==> config.mk <==
export PLATFORM = sky130hd
export DESIGN_NAME = snd_arb
export DESIGN_NICKNAME = d
export VERILOG_FILES = /design/src/rtl/snd_arb.sv
export SDC_FILE = /design/constraint.sdc
export NUM_CORES = 1
export LEC_CHECK = 0
export BUFFER_PORTS_ARGS = -buffer_cell sky130_fd_sc_hd__buf_2
export CAP_MARGIN = 5
export CORE_MARGIN = 2
export CORE_UTILIZATION = 40
export DETAILED_ROUTE_END_ITERATION = 10
export PLACE_DENSITY_LB_ADDON = 0.1
export SLEW_MARGIN = 5
export SYNTH_ARGS = -nofsm -noshare
export SYNTH_HDL_FRONTEND = slang
export SYNTH_SLANG_ARGS = --single-unit
==> constraint.sdc <==
create_clock -name i_clk_1mhz -period 2.8 [get_ports i_clk_1mhz]
set_input_delay 0.14 -clock i_clk_1mhz [delete_from_list [all_inputs] [get_ports i_clk_1mhz]]
set_output_delay 0.14 -clock i_clk_1mhz [all_outputs]
set_load 0.03 [all_outputs]
==> src/rtl/snd_arb.sv <==
// Sound-request arbiter: one pending slot per requester, fixed-priority issue
// to the sound manager over a trig/playing handshake with a silence gap.
module snd_arb #(
  parameter int ACK_TIMEOUT = 15,
  parameter int GAP_CYCLES  = 1000
) (
  input  logic        i_clk_1mhz,
  input  logic        i_rst,
  input  logic [3:0]  i_req,
  input  logic [11:0] i_req_mode,
  input  logic        i_flush,
  input  logic        i_snd_playing,
  output logic        o_snd_trig,
  output logic [2:0]  o_snd_mode,
  output logic [3:0]  o_grant,
  output logic [3:0]  o_drop,
  output logic        o_timeout,
  output logic        o_busy
);

  typedef enum logic [2:0] {
    S_IDLE,
    S_ISSUE,
    S_WAIT_ACK,
    S_PLAYING,
    S_GAP
  } state_t;

  localparam logic [7:0]  ACK_LAST = 8'(ACK_TIMEOUT);
  // GAP lasts GAP_CYCLES cycles, but never less than one
  localparam logic [15:0] GAP_LAST = (GAP_CYCLES == 0) ? 16'd0 : 16'(GAP_CYCLES - 1);

  state_t          r_state;
  logic [3:0]      r_pend_v;
  logic [3:0][2:0] r_pend_m;
  logic [7:0]      r_ack_cnt;
  logic [15:0]     r_gap_cnt;

  logic            w_win;
  logic [3:0]      w_sel;
  logic [2:0]      w_sel_mode;
  logic [3:0]      w_req_ok;
  logic [3:0]      w_pend_v_nxt;
  logic [3:0][2:0] w_pend_m_nxt;
  logic [3:0]      w_drop_nxt;

  // Lowest set pending index wins
  always_comb begin
    w_sel      = r_pend_v & (~r_pend_v + 4'd1);
    w_sel_mode = 3'd0;
    for (int i = 0; i < 4; i++) begin
      if (w_sel[i]) w_sel_mode = r_pend_m[i];
    end
    w_win = (r_state == S_IDLE) && (|r_pend_v) && !i_snd_playing && !i_flush;
  end

  // Slot update: a grant frees its slot before a same-cycle request refills it
  always_comb begin
    w_pend_v_nxt = r_pend_v;
    w_pend_m_nxt = r_pend_m;
    w_drop_nxt   = 4'd0;
    w_req_ok     = 4'd0;
    for (int i = 0; i < 4; i++) begin
      w_req_ok[i] = i_req[i] && (i_req_mode[3*i +: 3] != 3'd0);
      if (i_flush) begin
        w_drop_nxt[i]   = r_pend_v[i] | w_req_ok[i];
        w_pend_v_nxt[i] = 1'b0;
      end else begin
        if (w_win && w_sel[i]) w_pend_v_nxt[i] = 1'b0;
        if (w_req_ok[i]) begin
          w_drop_nxt[i]   = r_pend_v[i] && !(w_win && w_sel[i]);
          w_pend_v_nxt[i] = 1'b1;
          w_pend_m_nxt[i] = i_req_mode[3*i +: 3];
        end
      end
    end
  end

  always_ff @(posedge i_clk_1mhz) begin
    r_pend_m <= w_pend_m_nxt;
  end

  always_ff @(posedge i_clk_1mhz) begin
    if (i_rst) begin
      r_state    <= S_IDLE;
      r_pend_v   <= 4'd0;
      r_ack_cnt  <= 8'd0;
      r_gap_cnt  <= 16'd0;
      o_snd_trig <= 1'b0;
      o_snd_mode <= 3'd0;
      o_grant    <= 4'd0;
      o_drop     <= 4'd0;
      o_timeout  <= 1'b0;
      o_busy     <= 1'b0;
    end else begin
      r_pend_v   <= w_pend_v_nxt;
      o_drop     <= w_drop_nxt;
      o_grant    <= 4'd0;
      o_snd_trig <= 1'b0;
      o_timeout  <= 1'b0;
      o_busy     <= |w_pend_v_nxt;
      case (r_state)
        S_IDLE: begin
          if (w_win) begin
            o_grant    <= w_sel;
            o_snd_mode <= w_sel_mode;
            o_busy     <= 1'b1;
            r_state    <= S_ISSUE;
          end
        end
        S_ISSUE: begin
          o_snd_trig <= 1'b1;
          r_ack_cnt  <= 8'd0;
          o_busy     <= 1'b1;
          r_state    <= S_WAIT_ACK;
        end
        S_WAIT_ACK: begin
          o_busy <= 1'b1;
          if (i_snd_playing) begin
            r_state <= S_PLAYING;
          end else begin
            r_ack_cnt <= r_ack_cnt + 8'd1;
            if (r_ack_cnt + 8'd1 == ACK_LAST) begin
              o_timeout <= 1'b1;
              r_gap_cnt <= 16'd0;
              r_state   <= S_GAP;
            end
          end
        end
        S_PLAYING: begin
          o_busy <= 1'b1;
          if (!i_snd_playing) begin
            r_gap_cnt <= 16'd0;
            r_state   <= S_GAP;
          end
        end
        S_GAP: begin
          if (r_gap_cnt == GAP_LAST) begin
            r_state <= S_IDLE;
          end else begin
            r_gap_cnt <= r_gap_cnt + 16'd1;
            o_busy    <= 1'b1;
          end
        end
        default: r_state <= S_IDLE;
      endcase
    end
  end

endmodule

==> impl_metrics.prom <==
# TYPE chip_impl_metric gauge
chip_impl_metric{name="die_y",unit="µm"} 87.0
chip_impl_metric{name="worst-path-max-fanout",unit=""} 17
chip_impl_info{name="crit_path_end",value="r_gap_cnt[10]$_SDFFE_PP0P_"} 1
chip_impl_metric{name="hold_depth",unit=""} 1
chip_impl_metric{name="layout.nets",unit=""} 359
chip_impl_info{name="timing.critical_path.from_type",value="register"} 1
chip_impl_metric{name="grt_util_all_layers",unit="%"} 18.2
chip_impl_metric{name="port-buffer-count",unit=""} 33
chip_impl_metric{name="first_iter_violations",unit=""} 115
chip_impl_info{name="timing.rr.start",value="r_state[2]$_SDFFE_PP0P_"} 1
chip_impl_info{name="cts.root.buffer_cell",value="clkbuf_8"} 1
chip_impl_metric{name="synth_largest_type_area_fraction",unit="%"} 32.7
chip_impl_metric{name="grt_first_pass_wirelength",unit="mm"} 10.6
chip_impl_metric{name="setup-tns-final",unit="ns"} 0
chip_impl_info{name="grt_setup_unrepaired",value="false"} 1
chip_impl_metric{name="start_util",unit="%"} 41.0
chip_impl_metric{name="detailed_place.area",unit="mm²"} 0.00296
chip_impl_metric{name="ys_seq_area_share",unit="%"} 45.8
chip_impl_metric{name="pwr_density_cell",unit="mW/mm²"} 522
chip_impl_metric{name="synth_cell_type_count",unit=""} 52
chip_impl_metric{name="first_global_vias",unit=""} 2207
chip_impl_metric{name="static_leakage",unit="nW"} 1.10
chip_impl_metric{name="synthesis.nets",unit=""} 318
chip_impl_metric{name="antenna_violations_before_repair",unit=""} 0
chip_impl_info{name="outcome",value="finished, final reports clean"} 1
chip_impl_metric{name="cts_resized",unit=""} 0
chip_impl_metric{name="dpl.hpwl",unit="mm"} 4.24
chip_impl_metric{name="ioPinCount",unit=""} 34
chip_impl_metric{name="grt_max_degree",unit=""} 29
chip_impl_info{name="yosys_most_used_dff",value="dfxtp_1"} 1
chip_impl_info{name="yosys-top-cells-area",value="dfxtp_1 33%, edfxtp_1 13%, a21oi_1 4.7%, nor2_1 4.6%, a311oi_2 3.3%"} 1
chip_impl_metric{name="finalInstanceArea",unit="mm²"} 0.00322
chip_impl_metric{name="slew_viol_final",unit=""} 0
chip_impl_metric{name="placeableCoreArea",unit="mm²"} 0.00672
chip_impl_metric{name="max_clock_freq",unit="MHz"} 461
chip_impl_metric{name="finalHoldViolations",unit=""} 0
chip_impl_metric{name="asyncSetResetFlopFracSynth",unit="%"} 0
chip_impl_metric{name="cp.required",unit="ns"} 3.06
chip_impl_metric{name="sink_count_of_the_clock_tree",unit=""} 57
chip_impl_metric{name="clock_path_buffers",unit=""} 2
chip_impl_metric{name="die_width",unit="µm"} 87.0
chip_impl_metric{name="clkTransAtPathRegs",unit="ns"} 0.06
chip_impl_metric{name="post-route-period-util",unit="%"} 77.4
chip_impl_metric{name="routed_wirelength",unit="mm"} 6.42
chip_impl_metric{name="post-route-drc-count",unit=""} 0
chip_impl_info{name="critPathCaptureType",value="register"} 1
chip_impl_info{name="timing.setup.critical_path_class",value="reg -> reg"} 1
chip_impl_metric{name="finalClockSkew",unit="ns"} 0.00592
chip_impl_info{name="tritoncts",value="built"} 1
chip_impl_info{name="critPathLaunch",value="r_state[2]$_SDFFE_PP0P_"} 1
chip_impl_metric{name="floorplan.rows",unit=""} 30
chip_impl_metric{name="htree_levels",unit=""} 3
chip_impl_metric{name="route.antenna.remaining_nets",unit=""} 0
chip_impl_metric{name="area_growth",unit="%"} 16.8
chip_impl_metric{name="path_depth",unit=""} 6
chip_impl_metric{name="post_synth_edffs",unit=""} 12
chip_impl_info{name="leading_cell_types_in_the_layout_fill_and_taps_excluded",value="45 x dfxtp_1, 34 x nor2_1, 33 x buf_2"} 1
chip_impl_metric{name="overflow",unit=""} 0
chip_impl_metric{name="ys_seq_elements",unit=""} 57
chip_impl_metric{name="synth_warnings",unit=""} 0
chip_impl_metric{name="post_synth.cell_area_avg",unit="µm²"} 9.34
chip_impl_metric{name="worst_slew_pin_slew",unit="ns"} 0.562
chip_impl_metric{name="insertedDiodeCount",unit=""} 0
chip_impl_metric{name="drt-pass1-iter-count",unit=""} 4
chip_impl_metric{name="cp.buffers_inverters",unit=""} 1
chip_impl_metric{name="critical-path-max-stage-delay",unit="ns"} 0.55
chip_impl_metric{name="post-route-min-period",unit="ns"} 2.17
chip_impl_metric{name="max_slew_margin",unit="%"} 62.5
chip_impl_metric{name="cts_inserted_buffers",unit=""} 9
chip_impl_metric{name="hold_buffers",unit=""} 7
chip_impl_metric{name="ratio_of_cells_with_drive_above_1_in_the_final_layout",unit="%"} 19.4
chip_impl_metric{name="utilization",unit="%"} 47.9
chip_impl_metric{name="regToRegSetupSlack",unit="ns"} 0.63
chip_impl_metric{name="clock_latency",unit="ns"} 0.33
chip_impl_info{name="crit_path_top_delay_cell",value="or3b_1"} 1
chip_impl_metric{name="cap_viol_max_count",unit=""} 0
chip_impl_metric{name="dieArea",unit="mm²"} 0.00756
chip_impl_info{name="r2r-end",value="r_gap_cnt[10]$_SDFFE_PP0P_"} 1
chip_impl_metric{name="avgRoutedWirePerCell",unit="µm"} 15.3
chip_impl_info{name="crit_path_cell_trace",value="buf_4 > or3b_1 > a41oi_4 > o32ai_2 > o41a_1 > a211oi_2"} 1
chip_impl_metric{name="crit_arrival",unit="ns"} 2.42
chip_impl_metric{name="post_dr_vias_cell",unit=""} 5.69
chip_impl_metric{name="setup_viol",unit=""} 0
chip_impl_metric{name="syn_inst",unit=""} 295
chip_impl_metric{name="depth_of_the_most_critical_reg_to_reg_path",unit=""} 6
chip_impl_info{name="cp_top_family",value="compound AO/OA/AOI/OAI gates"} 1
chip_impl_info{name="netlist.top_cell.by_area",value="dfxtp_1"} 1
chip_impl_metric{name="cts_setup_buffers",unit=""} 0
chip_impl_metric{name="synth_area",unit="mm²"} 0.00275
chip_impl_metric{name="via_count",unit=""} 2396
chip_impl_metric{name="gp_routability_congestion",unit=""} 0.831
chip_impl_info{name="final_common_cell",value="dfxtp_1"} 1
chip_impl_metric{name="report.power.total",unit="mW"} 1.68
chip_impl_metric{name="vdd_drop_max",unit="V"} 0.000247
chip_impl_info{name="min-delay-path-class",value="in -> reg"} 1
where the power goes:
group	leakage, nW	switching (mW)	internal [mW]	total, mW
Clock	0.0823	0.316	0.307	0.623
Combinational	0.536	0.109	0.0636	0.172
Sequential	0.477	0.0178	0.867	0.884
Total	1.10	0.443	1.24	1.68
registers in the layout, summed over array words and instances (netlist names):
name and flops:
r_gap_cnt 16, o_snd_mode 3, r_pend_m 12, r_pend_v 4, r_ack_cnt 8, r_state 3
o_snd_trig 1, o_timeout 1, o_grant 4, o_busy 1, o_drop 4
layout make-up:
type	count	area, µm²
repair buffers	48	303
well taps	80	100
multi-input cells	211	1370
clock buffers	10	128
clock inverters	6	26.3
inverters	9	33.8
flip-flops and latches	57	1260
fillers	665	3500
per-layer routing:
metal / track usage [%] / vias up / wire [µm]
li1: - / 1211 / -
met1: 24.5 / 1127 / 3140
met2: 27.9 / 52 / 2880
met3: 5.69 / 6 / 335
met4: 5.54 / 0 / 65
met5: 0 / - / 0
how the worst min path moves through the flow:
stage	slack (ns)	to	from
2_1_floorplan	0.24	r_pend_m[0]$_DFFE_PP_	i_req_mode[0]
3_3_place_gp	0.34	r_pend_m[1]$_DFFE_PP_	i_req_mode[1]
3_5_place_dp	0.35	r_pend_m[11]$_DFFE_PP_	i_req_mode[11]
4_1_cts	0.00006	r_pend_m[8]$_DFFE_PP_	i_req_mode[8]
5_1_grt	0.002	r_pend_m[7]$_DFFE_PP_	i_req_mode[7]
6_report	0.02	r_pend_m[7]$_DFFE_PP_	i_req_mode[7]
kinds of logic after synthesis:
logic type               synth area share [%]
AO/OA/AOI/OAI                            27.0
XOR/XNOR                                0.954
adder cells (fa/ha/maj)                  1.36
buffers and inverters                    4.63
flip-flops                               45.8
AND/OR/NAND/NOR                          20.2
through the flow:
step | hold WS (ns) | instances | setup WS [ns]
finish | 0.0170 | 421 | 0.633
global route | 0.00221 | 421 | 0.454
CTS | 0.0000594 | 418 | 0.594
detailed placement | 0.346 | 395 | 0.617
global placement | 0.343 | 395 | 0.695
floorplan | 0.239 | 295 | 0.849
worst reg2reg max path, delay by kind of cell, from the launching register on:
| family | cells | cell delay, ns |
|---|---|---|
| and+or+nand+nor | 1 | 0.55 |
| DFF | 1 | 0.31 |
| AOI/OAI and AO/OA | 4 | 1.04 |
| buffers and inverters | 1 | 0.20 |
synthesized netlist by cell type (3+ instances only):
| master | instances |
|---|---|
| dfxtp_1 | 45 |
| nor2_1 | 34 |
| a21oi_1 | 26 |
| nor3_1 | 14 |
| edfxtp_1 | 12 |
| nand3_1 | 12 |
| clkbuf_1 | 11 |
| nand2_1 | 11 |
| o21ai_0 | 10 |
| inv_1 | 9 |
| o31ai_1 | 8 |
| a211oi_1 | 7 |
| a311oi_2 | 6 |
| and3_1 | 5 |
| nor4_1 | 5 |
| a22oi_1 | 4 |
| a41oi_1 | 4 |
| nand4_1 | 4 |
| nor2b_1 | 4 |
| o311ai_0 | 4 |
| or3_1 | 4 |
| a21o_1 | 3 |
| a221oi_1 | 3 |
| a311oi_1 | 3 |
| buf_2 | 3 |
| ha_1 | 3 |
| o21a_1 | 3 |
| o21ai_1 | 3 |
Power figures use the tool's default switching activity.
